File: config.mk
export PLATFORM = sky130hd
export DESIGN_NAME = beta_mc_cu
export DESIGN_NICKNAME = d
export VERILOG_FILES = /design/src/rtl/beta_pkg.sv /design/src/rtl/beta_decode.sv /design/src/rtl/beta_mc_cu.sv
export SDC_FILE = /design/constraint.sdc
export NUM_CORES = 1
export LEC_CHECK = 0
export ABC_AREA = 1
export CAP_MARGIN = 15
export CORE_MARGIN = 2
export CORE_UTILIZATION = 41
export CTS_CLUSTER_SIZE = 8
export DETAILED_ROUTE_END_ITERATION = 8
export GPL_TIMING_DRIVEN = 0
export PLACE_DENSITY = 0.84
export SYNTH_ARGS = -nofsm -noshare
export SYNTH_HDL_FRONTEND = slang
export SYNTH_SLANG_ARGS = --single-unit
File: constraint.sdc
create_clock -name clk -period 1.9 [get_ports clk]
set_input_delay 0.38 -clock clk [delete_from_list [all_inputs] [get_ports clk]]
set_output_delay 0.38 -clock clk [all_outputs]
set_load 0.1 [all_outputs]
File: src/rtl/beta_pkg.sv
// Shared encodings for the Beta multi-cycle control unit:
// opcodes, mux selects, FSM states and the decoded-instruction bundle.
package beta_pkg;

   localparam logic [5:0] OP_LD   = 6'b011000;
   localparam logic [5:0] OP_ST   = 6'b011001;
   localparam logic [5:0] OP_JMP  = 6'b011011;
   localparam logic [5:0] OP_BEQ  = 6'b011101;
   localparam logic [5:0] OP_BNE  = 6'b011110;
   localparam logic [5:0] OP_LDR  = 6'b011111;
   localparam logic [1:0] CLS_OP  = 2'b10;
   localparam logic [1:0] CLS_OPC = 2'b11;
   localparam logic [5:0] ALU_ADD = 6'b100000;

   localparam logic [2:0] PCSEL_INC   = 3'd0;
   localparam logic [2:0] PCSEL_BR    = 3'd1;
   localparam logic [2:0] PCSEL_JMP   = 3'd2;
   localparam logic [2:0] PCSEL_ILLOP = 3'd3;
   localparam logic [2:0] PCSEL_XADR  = 3'd4;

   localparam logic [1:0] WDSEL_PC  = 2'd0;
   localparam logic [1:0] WDSEL_ALU = 2'd1;
   localparam logic [1:0] WDSEL_MEM = 2'd2;

   typedef enum logic [2:0] {
      S_FETCH,
      S_DECODE,
      S_EXEC,
      S_MEM,
      S_WB,
      S_TRAP
   } cu_state_t;

   typedef enum logic [3:0] {
      C_ILL,
      C_OP,
      C_OPC,
      C_LD,
      C_ST,
      C_JMP,
      C_BEQ,
      C_BNE,
      C_LDR
   } op_class_t;

   typedef struct packed {
      op_class_t  cls;
      logic       is_md;
      logic       mem;
      logic [5:0] alufn;
      logic       asel;
      logic       bsel;
      logic       ra2sel;
      logic [1:0] wdsel;
      logic       werf;
   } dec_t;

   // MUL/DIV in both register and constant forms: 10001x / 11001x
   function automatic logic is_muldiv(input logic [5:0] op);
      return op[5] && (op[3:1] == 3'b001);
   endfunction

endpackage

File: src/rtl/beta_decode.sv
// Static decode of the registered opcode into instruction class
// and the datapath selects that stay constant for the whole instruction.
module beta_decode
   import beta_pkg::*;
(
   input  logic [5:0] op_i,
   output dec_t       dec_o
);

   always_comb begin
      dec_o     = '0;
      dec_o.cls = C_ILL;
      unique case (1'b1)
         op_i[5:4] == CLS_OP: begin
            dec_o.cls   = C_OP;
            dec_o.alufn = op_i;
            dec_o.is_md = is_muldiv(op_i);
            dec_o.wdsel = WDSEL_ALU;
            dec_o.werf  = 1'b1;
         end
         op_i[5:4] == CLS_OPC: begin
            dec_o.cls   = C_OPC;
            dec_o.alufn = op_i;
            dec_o.is_md = is_muldiv(op_i);
            dec_o.bsel  = 1'b1;
            dec_o.wdsel = WDSEL_ALU;
            dec_o.werf  = 1'b1;
         end
         op_i == OP_LD: begin
            dec_o.cls   = C_LD;
            dec_o.alufn = ALU_ADD;
            dec_o.bsel  = 1'b1;
            dec_o.mem   = 1'b1;
            dec_o.wdsel = WDSEL_MEM;
            dec_o.werf  = 1'b1;
         end
         op_i == OP_ST: begin
            dec_o.cls    = C_ST;
            dec_o.alufn  = ALU_ADD;
            dec_o.bsel   = 1'b1;
            dec_o.ra2sel = 1'b1;
            dec_o.mem    = 1'b1;
         end
         op_i == OP_JMP: begin
            dec_o.cls  = C_JMP;
            dec_o.werf = 1'b1;
         end
         op_i == OP_BEQ: begin
            dec_o.cls  = C_BEQ;
            dec_o.werf = 1'b1;
         end
         op_i == OP_BNE: begin
            dec_o.cls  = C_BNE;
            dec_o.werf = 1'b1;
         end
         op_i == OP_LDR: begin
            dec_o.cls   = C_LDR;
            dec_o.asel  = 1'b1;
            dec_o.mem   = 1'b1;
            dec_o.wdsel = WDSEL_MEM;
            dec_o.werf  = 1'b1;
         end
         default: ;
      endcase
   end

endmodule

File: src/rtl/beta_mc_cu.sv
// Multi-cycle Beta control unit: FETCH/DECODE/EXEC/MEM/WB/TRAP sequencer
// with memory wait timeout, MUL/DIV handshake and user-mode interrupts.
module beta_mc_cu
   import beta_pkg::*;
#(
   parameter bit MULDIV_MC   = 1'b1,
   parameter int MEM_TIMEOUT = 16,
   parameter int XP_IDX      = 30
) (
   input  logic        clk,
   input  logic        rst_n,
   input  logic [31:0] instruction,
   input  logic        mem_ack,
   input  logic        alu_done,
   input  logic        z,
   input  logic        irq,
   input  logic        pc_super,
   output logic        mem_req,
   output logic        ir_load,
   output logic        alu_start,
   output logic [5:0]  ALUFN,
   output logic        ASEL,
   output logic        BSEL,
   output logic        MOE,
   output logic        MWR,
   output logic        RA2SEL,
   output logic        WASEL,
   output logic        WERF,
   output logic [2:0]  PCSEL,
   output logic [1:0]  WDSEL,
   output logic        pc_en,
   output logic        trap
);

   localparam int CW = $clog2(MEM_TIMEOUT + 1);

   cu_state_t     state_q, state_d;
   logic [31:0]   ir_q;
   logic          run_q;
   logic          irq_q, irq_d;
   logic          z_q, z_d;
   logic          started_q, started_d;
   logic [2:0]    cause_q, cause_d;
   logic [CW-1:0] cnt_q, cnt_d;
   dec_t          dec;
   logic          md_wait;
   logic          tmo;
   logic          fetch_entry;
   logic          unused_cfg;

   beta_decode u_dec (
      .op_i  (ir_q[31:26]),
      .dec_o (dec)
   );

   assign md_wait     = MULDIV_MC && dec.is_md;
   assign tmo         = !mem_ack && (cnt_q == CW'(MEM_TIMEOUT - 1));
   assign fetch_entry = (state_d == S_FETCH) && (state_q != S_FETCH || !run_q);
   assign unused_cfg  = ^{ir_q[25:0], 5'(XP_IDX)};

   always_comb begin
      state_d = state_q;
      cause_d = cause_q;
      if (!run_q) begin
         state_d = S_FETCH;
      end else begin
         unique case (state_q)
            S_FETCH: begin
               if (irq_q) begin
                  state_d = S_TRAP;
                  cause_d = PCSEL_XADR;
               end else if (mem_ack) begin
                  state_d = S_DECODE;
               end else if (tmo) begin
                  state_d = S_TRAP;
                  cause_d = PCSEL_ILLOP;
               end
            end
            S_DECODE: begin
               if (dec.cls == C_ILL) begin
                  state_d = S_TRAP;
                  cause_d = PCSEL_ILLOP;
               end else begin
                  state_d = S_EXEC;
               end
            end
            S_EXEC: begin
               if (!md_wait || alu_done)
                  state_d = dec.mem ? S_MEM : S_WB;
            end
            S_MEM: begin
               if (mem_ack) begin
                  state_d = S_WB;
               end else if (tmo) begin
                  state_d = S_TRAP;
                  cause_d = PCSEL_ILLOP;
               end
            end
            default: state_d = S_FETCH;
         endcase
      end
   end

   // Wait counter restarts whenever a new state is entered
   always_comb begin
      cnt_d = cnt_q;
      if (state_d != state_q || !run_q)
         cnt_d = '0;
      else if (state_q == S_FETCH || state_q == S_MEM)
         cnt_d = cnt_q + CW'(1);
   end

   assign irq_d     = fetch_entry ? (irq && !pc_super) : irq_q;
   assign z_d       = (state_q == S_EXEC) ? z : z_q;
   assign started_d = (state_q == S_EXEC) && (state_d == S_EXEC);

   always_comb begin
      mem_req   = 1'b0;
      ir_load   = 1'b0;
      alu_start = 1'b0;
      ALUFN     = '0;
      ASEL      = 1'b0;
      BSEL      = 1'b0;
      MOE       = 1'b0;
      MWR       = 1'b0;
      RA2SEL    = 1'b0;
      WASEL     = 1'b0;
      WERF      = 1'b0;
      PCSEL     = PCSEL_INC;
      WDSEL     = WDSEL_PC;
      pc_en     = 1'b0;
      trap      = 1'b0;
      if (run_q) begin
         unique case (state_q)
            S_FETCH: begin
               if (!irq_q) begin
                  mem_req = 1'b1;
                  MOE     = 1'b1;
                  ir_load = mem_ack;
               end
            end
            S_EXEC: begin
               ALUFN     = dec.alufn;
               ASEL      = dec.asel;
               BSEL      = dec.bsel;
               RA2SEL    = dec.ra2sel;
               alu_start = md_wait && !started_q;
            end
            // address and store data stay driven while the bus is busy
            S_MEM: begin
               ALUFN   = dec.alufn;
               ASEL    = dec.asel;
               BSEL    = dec.bsel;
               RA2SEL  = dec.ra2sel;
               mem_req = 1'b1;
               MOE     = (dec.cls != C_ST);
               MWR     = (dec.cls == C_ST);
            end
            S_WB: begin
               pc_en = 1'b1;
               WERF  = dec.werf;
               WDSEL = dec.wdsel;
               unique case (1'b1)
                  dec.cls == C_JMP:         PCSEL = PCSEL_JMP;
                  dec.cls == C_BEQ && z_q:  PCSEL = PCSEL_BR;
                  dec.cls == C_BNE && !z_q: PCSEL = PCSEL_BR;
                  default:                  PCSEL = PCSEL_INC;
               endcase
            end
            S_TRAP: begin
               trap  = 1'b1;
               WERF  = 1'b1;
               WASEL = 1'b1;
               WDSEL = WDSEL_PC;
               pc_en = 1'b1;
               PCSEL = cause_q;
            end
            default: ;
         endcase
      end
   end

   always_ff @(posedge clk or negedge rst_n) begin
      if (!rst_n) begin
         state_q   <= S_FETCH;
         ir_q      <= '0;
         run_q     <= 1'b0;
         irq_q     <= 1'b0;
         z_q       <= 1'b0;
         started_q <= 1'b0;
         cause_q   <= PCSEL_INC;
         cnt_q     <= '0;
      end else begin
         state_q   <= state_d;
         run_q     <= 1'b1;
         irq_q     <= irq_d;
         z_q       <= z_d;
         started_q <= started_d;
         cause_q   <= cause_d;
         cnt_q     <= cnt_d;
         if (ir_load)
            ir_q <= instruction;
      end
   end

endmodule

==> impl_metrics.tcl <==
set metrics [dict create \
    clock_skew_ps 4.64 \
    yosysUniqueCellTypes 32 \
    wl_met2_um 3470 \
    cap_viol_max_count 0 \
    clock_tree.buffer_depth 2 \
    wl_met3_um 570 \
    powerDensity_mw_per_mm2 1340 \
    setup.worst_path.start_class "register" \
    syn_to_final_growth_pct 99.4 \
    ctsHoldBuffers 0 \
    num-fill-cells 130 \
    status "finished with violations" \
    async_flop_share 1.00 \
    drive_gt1_frac 0.601 \
    vias 1990 \
    final_util 0.863 \
    coreArea_mm2 0.00339 \
    hold_viol_final 0 \
    top_level_ports 62 \
    ff_latch_area_um2 532 \
    cts_sinks 21 \
    path_clk_slew_ps 120 \
    die-height_um 63.8 \
    ys_top_cells_by_area "dfrtp_1, nand2_1, inv_1" \
    min_path_type "register to register" \
    rsz0062_at_grt "true" \
    critPathRequiredTime_ps 1520 \
    ant_nets 0 \
    overflow 0 \
    yosys.cell_count.top_type "nand2_1" \
    worstHoldStart "cause_q[2]$_DFFE_PN0P_" \
    violations "negative setup slack" \
    period_share 1.17 \
    first_pass_iters 5 \
    root_buffer "clkbuf_4" \
    clock_latency_ps 310 \
    synth_seq_cells 21 \
    grt_first_pass_wirelength_um 8710 \
    layout_setup_ws_ps -320 \
    final.setup.tns_ps -5880 \
    antenna_found_initial 0 \
    wl_per_cell_um 22.0 \
    drc_errors 0 \
    grt_pass1_vias 1771 \
    crit_arrival_ps 1840 \
    netlist_instances 203 \
    end_kind "primary output" \
    synthTopCellsByCount "nand2_1, inv_1, nor2_1, dfrtp_1, o21ai_0" \
    finalSetupViolCount 28 \
    drt-total-wl_um 7310 \
    top_layer_used "met4" \
    die_w_um 63.8 \
    initial_core_util 0.433 \
    maxSlewHeadroom 0.325 \
    post-place-cells 284 \
    antenna_cells 0 \
    htreeDepth 1 \
    num_rows 21 \
    netlist.area_leader.share 0.358 \
    wl_met1_um 2820 \
    crit_fanout 3 \
    ys_warn_count 0 \
    worstReg2RegStart "state_q[0]$_DFF_PN0_" \
    p_leak_nw 1.22 \
    synth_ff_type "dfrtp_1" \
    worstMarginPinSlew_ps 1010 \
    die_area_mm2 0.00407 \
    synth_area_leader_cell "dfrtp_1" \
    post-dp-hpwl_um 2860 \
    maxSlewViolCount 0 \
    p_total_mw 3.93 \
    critPathKind "register to primary output" \
    multiInputGateArea_mm2 0.00119 \
    place.gp.congestion 0.895 \
    fmax_mhz 450 \
    grt_max_degree 22 \
    port_buffers 35 \
    irDropWorstVdd_mv 0.780 \
    drt-initial-drc-count 193 \
    cts_buffers 3 \
    ys_seq_area_frac 0.358 \
    track_usage 0.281 \
    synth_edf_count 0 \
    startpoint "ir_q[28]$_DFFE_PN0P_" \
    netlist_area_mm2 0.00147 \
    cts_tree "yes" \
    syn-num-nets 244 \
    syn_area_per_cell_um2 7.22 \
    period_needed_ps 2220 \
    final_nets 328 \
    post_dp_cell_area_mm2 0.00209 \
    via_per_inst 5.99 \
    postLayoutCellArea_mm2 0.00292 \
    finalNonFillerCells 332 \
]
## logic make-up (layout without fill, tap and decap cells)
kind of cell | count (synthesis) | after routing | synth area share
other | 1 | 1 | 0.00256
AND/OR/NAND/NOR | 111 | 111 | 0.390
flip-flops | 21 | 21 | 0.358
multiplexers | 1 | 1 | 0.00683
AO/OA/AOI/OAI | 32 | 32 | 0.121
adder cells (fa/ha/maj) | 2 | 2 | 0.0171
buffers and inverters | 32 | 115 | 0.0862
XOR/XNOR | 3 | 3 | 0.0179
## sequential cells by signal (all words and copies together) (netlist names)
name and flops:
cause_q 3, cnt_q 5, ir_q 6, irq_q 1, run_q 1, started_q 1, state_q 3, z_q 1
## critical path: stages, from the launching register on
cell and delay [ps]:
dfrtp_1 470, nand2_2 150, inv_1 180, nand3_1 190
nand2_2 170, nor2_2 70, nor2_4 130, buf_12 180
## cell usage in the layout, fill, tap and decap left out, types with 6 or more instances in the layout
master	n
nand3_2	6
nand2_2	10
nor2_1	9
nor3_2	6
inv_2	9
dfrtp_1	16
nor2_4	16
nor2_2	9
nand2_1	29
buf_12	23
o21ai_0	12
inv_4	8
inv_1	9
buf_4	36
a21oi_4	6
clkdlybuf4s50_1	12
nand2_4	6
buf_6	9
## metrics by stage
step / hold slack [ps] / setup WS [ps]
5_1_grt: 615 / -373
4_1_cts: 504 / -228
3_3_place_gp: 470 / -1180
6_report: 562 / -320
3_5_place_dp: 475 / -1170
2_1_floorplan: 84.4 / -590
## layer usage
| metal | vias to the layer above | track usage |
|---|---|---|
| met5 | - | 0 |
| met3 | 53 | 0.0423 |
| met4 | 0 | 0.174 |
| li1 | 828 | - |
| met2 | 154 | 0.475 |
| met1 | 955 | 0.331 |
## worst paths after layout
check	end	slack, ps	cells after the start
worst min-delay path	cause_q[2]$_DFFE_PN0P_	560	2
worst min register to register	cause_q[2]$_DFFE_PN0P_	560	2
worst max register to register	cnt_q[3]$_DFFE_PN0P_	-170	12
max in group asynchronous	state_q[1]$_DFF_PN0_	610	1
worst max-delay path	WERF	-320	7
min in group asynchronous	cause_q[1]$_DFFE_PN0P_	620	1
## area by class of cell
cell class                 count  area share
sequential                    21       0.182
timing repair buffer          79       0.320
clock buffer                   4     0.00899
multi-input combinational    150       0.408
inverter                      30      0.0509
tap                           46      0.0197
buffer                         2      0.0107
## where the power goes
part	internal, mW	switching [mW]
combinational	1.07	1.82
clock	0.0819	0.140
sequential	0.602	0.203
total	1.76	2.17
## timing repair
action	in CTS	in global routing
cloned	0	0
buffers inserted	23	22
setup endpoints to repair	28	32
pin swaps	12	26
resized for setup	233	50
No activity file was read; power rests on OpenSTA's default activity.
